`src/rtl/ram_ctrl_pkg.sv`:
```
// Shared types and constants for the FSB DRAM controller.
package ram_ctrl_pkg;

  localparam int unsigned RA_WIDTH             = 12;
  localparam int unsigned DEF_REFRESH_INTERVAL = 250;
  localparam int unsigned DEF_RAS_PRE          = 2;
  localparam int unsigned REF_CNT_WIDTH        = 12;
  localparam int unsigned PRE_CNT_WIDTH        = 3;

  typedef enum logic [2:0] {
    IDLE,
    ROW,
    COL,
    HOLD,
    PRE,
    RCAS,
    RRAS,
    RHOLD
  } ramStateT;

  function automatic logic isRefreshState(input ramStateT s);
    return (s == RCAS) || (s == RRAS) || (s == RHOLD);
  endfunction

endpackage

```
`src/rtl/ram_ctrl_if.sv`:
```
// FSB-side request signals and DRAM-side strobes of the RAM controller.
interface ram_ctrl_if;
  import ram_ctrl_pkg::*;

  logic [23:1]         A_FSB;
  logic                nAS_FSB;
  logic                nUDS_FSB;
  logic                nLDS_FSB;
  logic                nWE_FSB;
  logic                RAMSEL;
  logic [RA_WIDTH-1:0] RA;
  logic                nRAS;
  logic                nCAS;
  logic                nOE;
  logic                nRAMUWE;
  logic                nRAMLWE;
  logic                RAMRDY;
  logic                REFBUSY;

  modport master (
    output A_FSB, nAS_FSB, nUDS_FSB, nLDS_FSB, nWE_FSB, RAMSEL,
    input  RA, nRAS, nCAS, nOE, nRAMUWE, nRAMLWE, RAMRDY, REFBUSY
  );

  modport slave (
    input  A_FSB, nAS_FSB, nUDS_FSB, nLDS_FSB, nWE_FSB, RAMSEL,
    output RA, nRAS, nCAS, nOE, nRAMUWE, nRAMLWE, RAMRDY, REFBUSY
  );

endinterface

```
`src/rtl/ram_refresh_timer.sv`:
```
// Free-running refresh interval counter with a single-deep pending request.
module ram_refresh_timer
  import ram_ctrl_pkg::*;
#(
  parameter int unsigned REFRESH_INTERVAL = DEF_REFRESH_INTERVAL
) (
  input  logic clk,
  input  logic nReset,
  input  logic ack,
  output logic pending
);

  localparam logic [REF_CNT_WIDTH-1:0] RELOAD = REF_CNT_WIDTH'(REFRESH_INTERVAL - 1);

  logic [REF_CNT_WIDTH-1:0] count;
  logic                     expire;

  assign expire = (count == '0);

  // An expiry on the acknowledge edge is a fresh request, so it wins over ack.
  always_ff @(posedge clk) begin
    if (!nReset) begin
      count   <= RELOAD;
      pending <= 1'b0;
    end else begin
      count   <= expire ? RELOAD : count - 1'b1;
      pending <= expire | (pending & ~ack);
    end
  end

endmodule

```
`src/rtl/ram_ctrl.sv`:
```
// DRAM controller for the FSB: row/column multiplexing, CPU access cycles
// and CAS-before-RAS refresh, all outputs registered.
module ram_ctrl
  import ram_ctrl_pkg::*;
#(
  parameter int unsigned REFRESH_INTERVAL = DEF_REFRESH_INTERVAL,
  parameter int unsigned RAS_PRE          = DEF_RAS_PRE
) (
  input  logic       CLK_FSB,
  input  logic       nRESETin,
  ram_ctrl_if.slave  fsb
);

  localparam logic [PRE_CNT_WIDTH-1:0] PRE_LOAD = PRE_CNT_WIDTH'(RAS_PRE - 1);

  ramStateT                 state, stateNext;
  logic [RA_WIDTH-1:0]      ra, raNext;
  logic                     nRas, nRasNext;
  logic                     nCas, nCasNext;
  logic                     nOe, nOeNext;
  logic                     nUwe, nUweNext;
  logic                     nLwe, nLweNext;
  logic                     rdy, rdyNext;
  logic [PRE_CNT_WIDTH-1:0] preCnt, preCntNext;
  logic                     refActive;
  logic                     refAck;
  logic                     refPending;

  ram_refresh_timer #(
    .REFRESH_INTERVAL(REFRESH_INTERVAL)
  ) uRefresh (
    .clk    (CLK_FSB),
    .nReset (nRESETin),
    .ack    (refAck),
    .pending(refPending)
  );

  always_ff @(posedge CLK_FSB) begin
    if (!nRESETin) begin
      state     <= IDLE;
      ra        <= '0;
      nRas      <= 1'b1;
      nCas      <= 1'b1;
      nOe       <= 1'b1;
      nUwe      <= 1'b1;
      nLwe      <= 1'b1;
      rdy       <= 1'b0;
      preCnt    <= '0;
      refActive <= 1'b0;
    end else begin
      state     <= stateNext;
      ra        <= raNext;
      nRas      <= nRasNext;
      nCas      <= nCasNext;
      nOe       <= nOeNext;
      nUwe      <= nUweNext;
      nLwe      <= nLweNext;
      rdy       <= rdyNext;
      preCnt    <= preCntNext;
      refActive <= isRefreshState(stateNext);
    end
  end

  always_comb begin
    stateNext  = state;
    raNext     = ra;
    nRasNext   = nRas;
    nCasNext   = nCas;
    nOeNext    = nOe;
    nUweNext   = nUwe;
    nLweNext   = nLwe;
    rdyNext    = rdy;
    preCntNext = preCnt;
    refAck     = 1'b0;

    case (state)
      IDLE: begin
        raNext = fsb.A_FSB[23:12];
        // Refresh is checked first so a same-edge CPU request waits.
        if (refPending) begin
          stateNext = RCAS;
          nCasNext  = 1'b0;
          refAck    = 1'b1;
        end else if (fsb.RAMSEL && !fsb.nAS_FSB) begin
          stateNext = ROW;
          nRasNext  = 1'b0;
        end
      end
      ROW: begin
        raNext    = {1'b0, fsb.A_FSB[11:1]};
        stateNext = COL;
      end
      COL: begin
        nCasNext  = 1'b0;
        rdyNext   = 1'b1;
        nOeNext   = ~fsb.nWE_FSB;
        nUweNext  = ~(~fsb.nWE_FSB & ~fsb.nUDS_FSB);
        nLweNext  = ~(~fsb.nWE_FSB & ~fsb.nLDS_FSB);
        stateNext = HOLD;
      end
      HOLD: begin
        if (fsb.nAS_FSB) begin
          nRasNext   = 1'b1;
          nCasNext   = 1'b1;
          nOeNext    = 1'b1;
          nUweNext   = 1'b1;
          nLweNext   = 1'b1;
          rdyNext    = 1'b0;
          preCntNext = PRE_LOAD;
          stateNext  = PRE;
        end
      end
      PRE: begin
        nRasNext = 1'b1;
        nCasNext = 1'b1;
        if (preCnt == '0) begin
          stateNext = IDLE;
        end else begin
          preCntNext = preCnt - 1'b1;
        end
      end
      RCAS: begin
        nRasNext  = 1'b0;
        stateNext = RRAS;
      end
      RRAS: begin
        stateNext = RHOLD;
      end
      RHOLD: begin
        nRasNext   = 1'b1;
        nCasNext   = 1'b1;
        preCntNext = PRE_LOAD;
        stateNext  = PRE;
      end
      default: begin
        stateNext = IDLE;
      end
    endcase
  end

  assign fsb.RA      = ra;
  assign fsb.nRAS    = nRas;
  assign fsb.nCAS    = nCas;
  assign fsb.nOE     = nOe;
  assign fsb.nRAMUWE = nUwe;
  assign fsb.nRAMLWE = nLwe;
  assign fsb.RAMRDY  = rdy;
  assign fsb.REFBUSY = refPending | refActive;

endmodule

```
`src/flat_wrapper.sv`:
```
// flat-port wrapper written by rule: the top's interface ports become plain ports
module ram_ctrl_flat import ram_ctrl_pkg::*;
#(
  parameter int unsigned REFRESH_INTERVAL = DEF_REFRESH_INTERVAL,
  parameter int unsigned RAS_PRE          = DEF_RAS_PRE
)
  (CLK_FSB, nRESETin, fsb_A_FSB, fsb_nAS_FSB, fsb_nUDS_FSB, fsb_nLDS_FSB, fsb_nWE_FSB, fsb_RAMSEL, fsb_RA, fsb_nRAS, fsb_nCAS, fsb_nOE, fsb_nRAMUWE, fsb_nRAMLWE, fsb_RAMRDY, fsb_REFBUSY);
  ram_ctrl_if fsb_i ();
  input  logic CLK_FSB;
  input  logic nRESETin;
  input wire logic [$bits(fsb_i.A_FSB)-1:0] fsb_A_FSB;
  input wire logic [$bits(fsb_i.nAS_FSB)-1:0] fsb_nAS_FSB;
  input wire logic [$bits(fsb_i.nUDS_FSB)-1:0] fsb_nUDS_FSB;
  input wire logic [$bits(fsb_i.nLDS_FSB)-1:0] fsb_nLDS_FSB;
  input wire logic [$bits(fsb_i.nWE_FSB)-1:0] fsb_nWE_FSB;
  input wire logic [$bits(fsb_i.RAMSEL)-1:0] fsb_RAMSEL;
  output wire logic [$bits(fsb_i.RA)-1:0] fsb_RA;
  output wire logic [$bits(fsb_i.nRAS)-1:0] fsb_nRAS;
  output wire logic [$bits(fsb_i.nCAS)-1:0] fsb_nCAS;
  output wire logic [$bits(fsb_i.nOE)-1:0] fsb_nOE;
  output wire logic [$bits(fsb_i.nRAMUWE)-1:0] fsb_nRAMUWE;
  output wire logic [$bits(fsb_i.nRAMLWE)-1:0] fsb_nRAMLWE;
  output wire logic [$bits(fsb_i.RAMRDY)-1:0] fsb_RAMRDY;
  output wire logic [$bits(fsb_i.REFBUSY)-1:0] fsb_REFBUSY;
  assign fsb_i.A_FSB = fsb_A_FSB;
  assign fsb_i.nAS_FSB = fsb_nAS_FSB;
  assign fsb_i.nUDS_FSB = fsb_nUDS_FSB;
  assign fsb_i.nLDS_FSB = fsb_nLDS_FSB;
  assign fsb_i.nWE_FSB = fsb_nWE_FSB;
  assign fsb_i.RAMSEL = fsb_RAMSEL;
  assign fsb_RA = fsb_i.RA;
  assign fsb_nRAS = fsb_i.nRAS;
  assign fsb_nCAS = fsb_i.nCAS;
  assign fsb_nOE = fsb_i.nOE;
  assign fsb_nRAMUWE = fsb_i.nRAMUWE;
  assign fsb_nRAMLWE = fsb_i.nRAMLWE;
  assign fsb_RAMRDY = fsb_i.RAMRDY;
  assign fsb_REFBUSY = fsb_i.REFBUSY;
  ram_ctrl #(.REFRESH_INTERVAL(REFRESH_INTERVAL), .RAS_PRE(RAS_PRE)) u_core (.CLK_FSB(CLK_FSB), .nRESETin(nRESETin), .fsb(fsb_i));
endmodule
```
`config.mk`:
```
export PLATFORM = sky130hd
export DESIGN_NAME = ram_ctrl_flat
export DESIGN_NICKNAME = d
export VERILOG_FILES = /design/src/rtl/ram_ctrl_pkg.sv /design/src/rtl/ram_ctrl_if.sv /design/src/rtl/ram_refresh_timer.sv /design/src/rtl/ram_ctrl.sv /design/src/flat_wrapper.sv
export SDC_FILE = /design/constraint.sdc
export NUM_CORES = 1
export LEC_CHECK = 0
export ABC_AREA = 1
export CAP_MARGIN = 30
export CORE_UTILIZATION = 37
export DETAILED_ROUTE_END_ITERATION = 8
export PLACE_DENSITY_LB_ADDON = 0.2
export SLEW_MARGIN = 20
export SYNTH_ARGS = -nofsm -noshare
export SYNTH_HDL_FRONTEND = slang
export SYNTH_HIERARCHICAL = 1
export SYNTH_SLANG_ARGS = --single-unit
```
`constraint.sdc`:
```
create_clock -name CLK_FSB -period 1.63 [get_ports CLK_FSB]
set_clock_uncertainty 0.1 [all_clocks]
set_input_delay 0.326 -clock CLK_FSB [delete_from_list [all_inputs] [get_ports CLK_FSB]]
set_output_delay 0.326 -clock CLK_FSB [all_outputs]
set_load 0.1 [all_outputs]
```
# [Word-level counts from Yosys, hierarchy flattened]
# Index checks and enable logic that the tools add are counted.
[classes] n_addsub=2 n_eq_ne=15 muxes=22 bitwise=12 n_reduce_logical=18
[ops] operator="$pmux W12 S2" count=1
[ops] operator="$pmux W3 S8" count=1
[ops] operator="$eq A3 B3 Y1 const B" count=7
[ops] operator="$mux W3" count=6
[ops] operator="$logic_not A12 Y1" count=1
[ops] operator="$sub A12 B1 Y12 const B" count=1
[ops] operator="$pmux W3 S3" count=1
[ops] operator="$ne A2 B2 Y1 const B" count=4
[ops] operator="$pmux W1 S2" count=4
[ops] operator="$pmux W1 S4" count=2
[ops] operator="$reduce_bool A4 Y1" count=2
[ops] operator="$mux W1" count=7
[ops] operator="$not A1 Y1" count=7
[ops] operator="$eq A3 B2 Y1 const B" count=2
[ops] operator="$logic_not A3 Y1" count=2
[ops] operator="$reduce_and A3 Y1" count=2
[ops] operator="$reduce_and A4 Y1" count=1
[ops] operator="$reduce_bool A2 Y1" count=2
[ops] operator="$reduce_or A2 Y1" count=2
[ops] operator="$and A1 B1 Y1" count=3
[ops] operator="$eq A3 B1 Y1 const B" count=1
[ops] operator="$reduce_bool A3 Y1" count=1
[ops] operator="$sub A3 B1 Y3 const B" count=1
[ops] operator="$logic_or A1 B1 Y1" count=2
[ops] operator="5 further kinds" count=6
[word_totals] reg_bits=38 in_bits=30 wordCells=81

# [Depth between registers and ports, before layout]
[depth] depth_word=8 ltp_mapped=9 mapped_depth_nobuf=9

# [Cells and area by module]
# Netlist, hierarchy kept.
[by_module_without_submodules] mod="ram_ctrl" instances=1 cells_each=179 area_per_inst_um2=1321.3 seq_area_each_um2=500.5
[by_module_without_submodules] mod="ram_refresh_timer" instances=1 cells_each=86 area_per_inst_um2=679.4 seq_area_each_um2=260.2

# [Least setup slack after synthesis]
# OpenSTA, ideal clock, no wires.
[synth_timing] path_type="register -> register" start="register u_core/fsb.RA[7] (netlist name)" end="register u_core.ra[7] (netlist: u_core/fsb.RA[7])" setup_ns=0.071 arrival_time_ns=1.245 t_required_ns=1.459 path_slack_ns=0.214 stages_incl_launch_ff=3 period_less_slack_ns=1.416 cell_sequence="dfxtp_1 o21ai_0 a21oi_1"
[synth_lines] element="end signal: assignment" line_no="ram_ctrl.sv:52" rtl="ra <= raNext;"
[synth_lines] element="end: declaration" line_no="ram_ctrl.sv:17" rtl="logic [RA_WIDTH-1:0] ra, raNext;"

# [Worst setup path after layout]
[layout_timing] start="register u_core.uRefresh.pending" end="output port fsb_REFBUSY"
[layout_via] elab_chain_cells=1
[layout_lines] element="start: declaration" line_no="ram_refresh_timer.sv:10" rtl="output logic pending"
[layout_lines] element="start signal: assignment" line_no="ram_refresh_timer.sv:27" rtl="pending <= expire | (pending & ~ack);"
[layout_lines] element="$or A1 B1 Y1" line_no="ram_ctrl.sv:148" rtl="assign fsb.REFBUSY = refPending | refActive;"
[layout_lines] element="end: declaration" line_no="flat_wrapper.sv:24" rtl="output wire logic [$bits(fsb_i.REFBUSY)-1:0] fsb_REFBUSY;"
# Every way passes these cells.

==> impl_metrics.py <==
metrics = {
    "run_status": {
        "status": "completed",
    },
    "layout": {
        "multiInputGateArea_um2": 1015,
        "insertedDiodeCount": 0,
        "fin_cells": 388,
        "layout.area.seq_um2": 760.7,
        "drive_gt1_frac": 0.2233,
        "nNetsFinal": 353,
        "fillerInstances": 495,
        "area_delta_synth_final_pct": 40.46,
    },
    "route": {
        "viasPerCell": 4.655,
        "wire_per_inst_um": 10.56,
        "ant_nets": 0,
        "vias": 1806,
        "drt-initial-drc-count": 63,
        "drtPass1Iterations": 4,
        "drt-total-wl_um": 4099,
        "drc": 0,
    },
    "critical_path": {
        "worstPathRequired_ns": 1.20,
        "regToRegEndpoint": "u_core/preCnt[0]",
        "setup.worst_path.start": "u_core/uRefresh/pending",
        "worstSetupPathType": "reg2out",
        "worstPathMaxFanout": 5,
        "crit-reg2reg-launch": "u_core/preCnt[0]",
        "rr_worst_depth": 9,
        "worst_setup_path_start_kind": "flop",
        "arrival_ns": 1.13,
        "worstSetupEndpointType": "primary output",
        "reg2reg_slack_ns": 0.19,
    },
    "sta": {
        "fin_crit_sh": 0.9541,
        "fmax_ghz": 0.6430,
        "worstMarginPinSlew_ns": 0.3660,
        "finalHoldViolations": 0,
        "fin_crit_ns": 1.555,
        "setup-violations-final": 0,
        "slew_headroom": 0.7556,
        "maxSlewViolCount": 0,
        "rsz0062_at_grt": "false",
        "finalSetupTns_ns": 0,
        "fin_ws_ns": 0.07481,
    },
    "floorplan": {
        "initial_core_util": 0.3868,
        "row_count": 26,
        "die_area_um2": 5706,
        "pin_count": 49,
        "core_um2": 5172,
        "die_w_um": 75.54,
        "die_height_um": 75.54,
    },
    "place": {
        "dp_slack_ns": 0.05225,
        "io_buffers": 48,
        "gp_congestion": 0.8175,
        "dp_hpwl_um": 3233,
        "placed_cells": 382,
    },
    "yosys": {
        "synthCells": 265,
        "synth-edff-count": 0,
        "ys.warnings.count": 6,
        "synthFlopType": "dfxtp_1",
        "ys_types": 31,
        "netlist_area_um2": 2001,
        "postSynth.asyncResetShare": 0,
        "seq_area_frac_synth": 0.3802,
        "synth_nets": 299,
        "postSynthAreaPerCell_um2": 7.550,
        "ys_ff_latch": 38,
    },
    "grt": {
        "grt_max_degree": 24,
        "antenna_found_initial": 0,
        "grt_pass1_vias": 1636,
        "grt_pass1_wl_um": 6962,
        "grt.total_usage": 0.1611,
        "grt_overflow": 0,
    },
    "clock_tree": {
        "numCtsBuffers": 5,
        "cts-root-buf": "clkbuf_8",
        "cts_setup_buffers": 0,
        "cts_tree": "done",
        "clock_latency_ns": 0.28,
        "clkTransAtPathRegs_ns": 0.07,
        "numClockSinks": 38,
        "cts-htree-levels": 2,
        "ctsHoldBuffers": 0,
        "cts_buffer_depth": 2,
        "cts_resized": 0,
    },
    "power": {
        "p_per_area_nw_per_um2": 1173,
        "p_leak_nw": 1.236,
        "vdd_ir_drop_max_v": 0.0006892,
        "power_mw": 3.297,
    },
    "run": {
        "cap_violations": 0,
    },
    "hold_path": {
        "min-delay-start": "u_core/uRefresh/count[0]",
        "min_path_type": "reg2reg",
        "hold_depth": 1,
        "hold_end": "u_core/uRefresh/count[0]",
    },
}
## cells by family after synthesis
kind of cell / count (synthesis) / synth area share
AND/OR/NAND/NOR: 131 / 0.3315
AO/OA/AOI/OAI: 49 / 0.1420
buffers and inverters: 41 / 0.1126
flip-flops: 38 / 0.3802
adder cells (fa/ha/maj): 4 / 0.02502
XOR/XNOR: 2 / 0.008757
## how the worst max path moves through the flow
stage | end | slack [ns] | cells after the start
2_1_floorplan | u_core/fsb.RA[7] | 0.21 | 2
3_3_place_gp | u_core/fsb.nRAS | 0.07 | 6
5_1_grt | fsb_REFBUSY | 0.04 | 2
3_5_place_dp | u_core/preCnt[0] | 0.05 | 9
4_1_cts | fsb_REFBUSY | 0.06 | 2
6_report | fsb_REFBUSY | 0.07 | 2
## Yosys cell counts, types with 3 or more instances
cell type  count  area, um^2
nand2_1       58       217.7
dfxtp_1       38       760.7
inv_1         31       116.4
nand3_1       22       110.1
a21oi_1       16       80.08
nor2_1        15       56.30
o21ai_1       15       75.07
nor2_2        10       62.56
nand2_2        9       56.30
o21ai_0        9       45.04
nor2_4         6       67.56
o21ai_2        5       43.79
ha_1           4       50.05
buf_6          3       33.78
## flip-flops by register name, indices dropped and copies added (netlist names), 3 cells and up
register / flops
u_core/fsb.RA: 12
u_core/uRefresh/count: 12
u_core/preCnt: 3
u_core/state: 3
## through the flow
step                hold WS, ns  cell area (um^2)    util
finish                   0.2910              2810  0.5433
global route             0.3004              2810  0.5433
CTS                      0.2962              2810  0.5433
detailed placement       0.2780              2728  0.5273
global placement         0.2739              2728  0.5273
floorplan                0.2653              2001       -
## metal layers
| layer | share of wire | track usage | up-vias |
|---|---|---|---|
| met5 | 0 | 0 | - |
| li1 | - | - | 959 |
| met4 | 0.013 | 0.05556 | 0 |
| met2 | 0.47 | 0.2718 | 44 |
| met3 | 0.067 | 0.06614 | 6 |
| met1 | 0.45 | 0.1846 | 797 |
## worst max-delay path: stages (launching register included)
cell and delay (ns):
dfxtp_1 0.35, or2_2 0.33, buf_12 0.17
## layout by cell type, fill, tap and decap left out, types with 2 or more instances in the layout
master and instances:
a21oi_2 2, clkbuf_8 6, o21ai_2 5, buf_12 20
buf_4 4, nand2_1 58, dfxtp_1 38, inv_2 2
nand2_4 2, o21ai_0 9, nor2_2 10, clkdlybuf4s50_1 29
inv_1 31, nor3_1 2, nor2_1 15, nor2_4 6
nand4_1 2, ha_1 4, a21oi_1 16, nand2_2 9
xnor2_1 2, nand3_1 22, o21ai_1 15
## report_power, final
| part | internal [mW] | switching [mW] | leakage (nW) |
|---|---|---|---|
| logic | 0.542 | 0.957 | 0.880 |
| clock network | 0.326 | 0.307 | 0.0431 |
| registers | 1.04 | 0.126 | 0.312 |
## layout make-up
type,count,area share
Timing Repair Buffer,53,0.2565
Multi-Input combinational cell,186,0.3611
Inverter,35,0.05120
Sequential cell,38,0.2707
Clock buffer,6,0.02939
Tap cell,70,0.03117
Power figures use the tool's default switching activity.
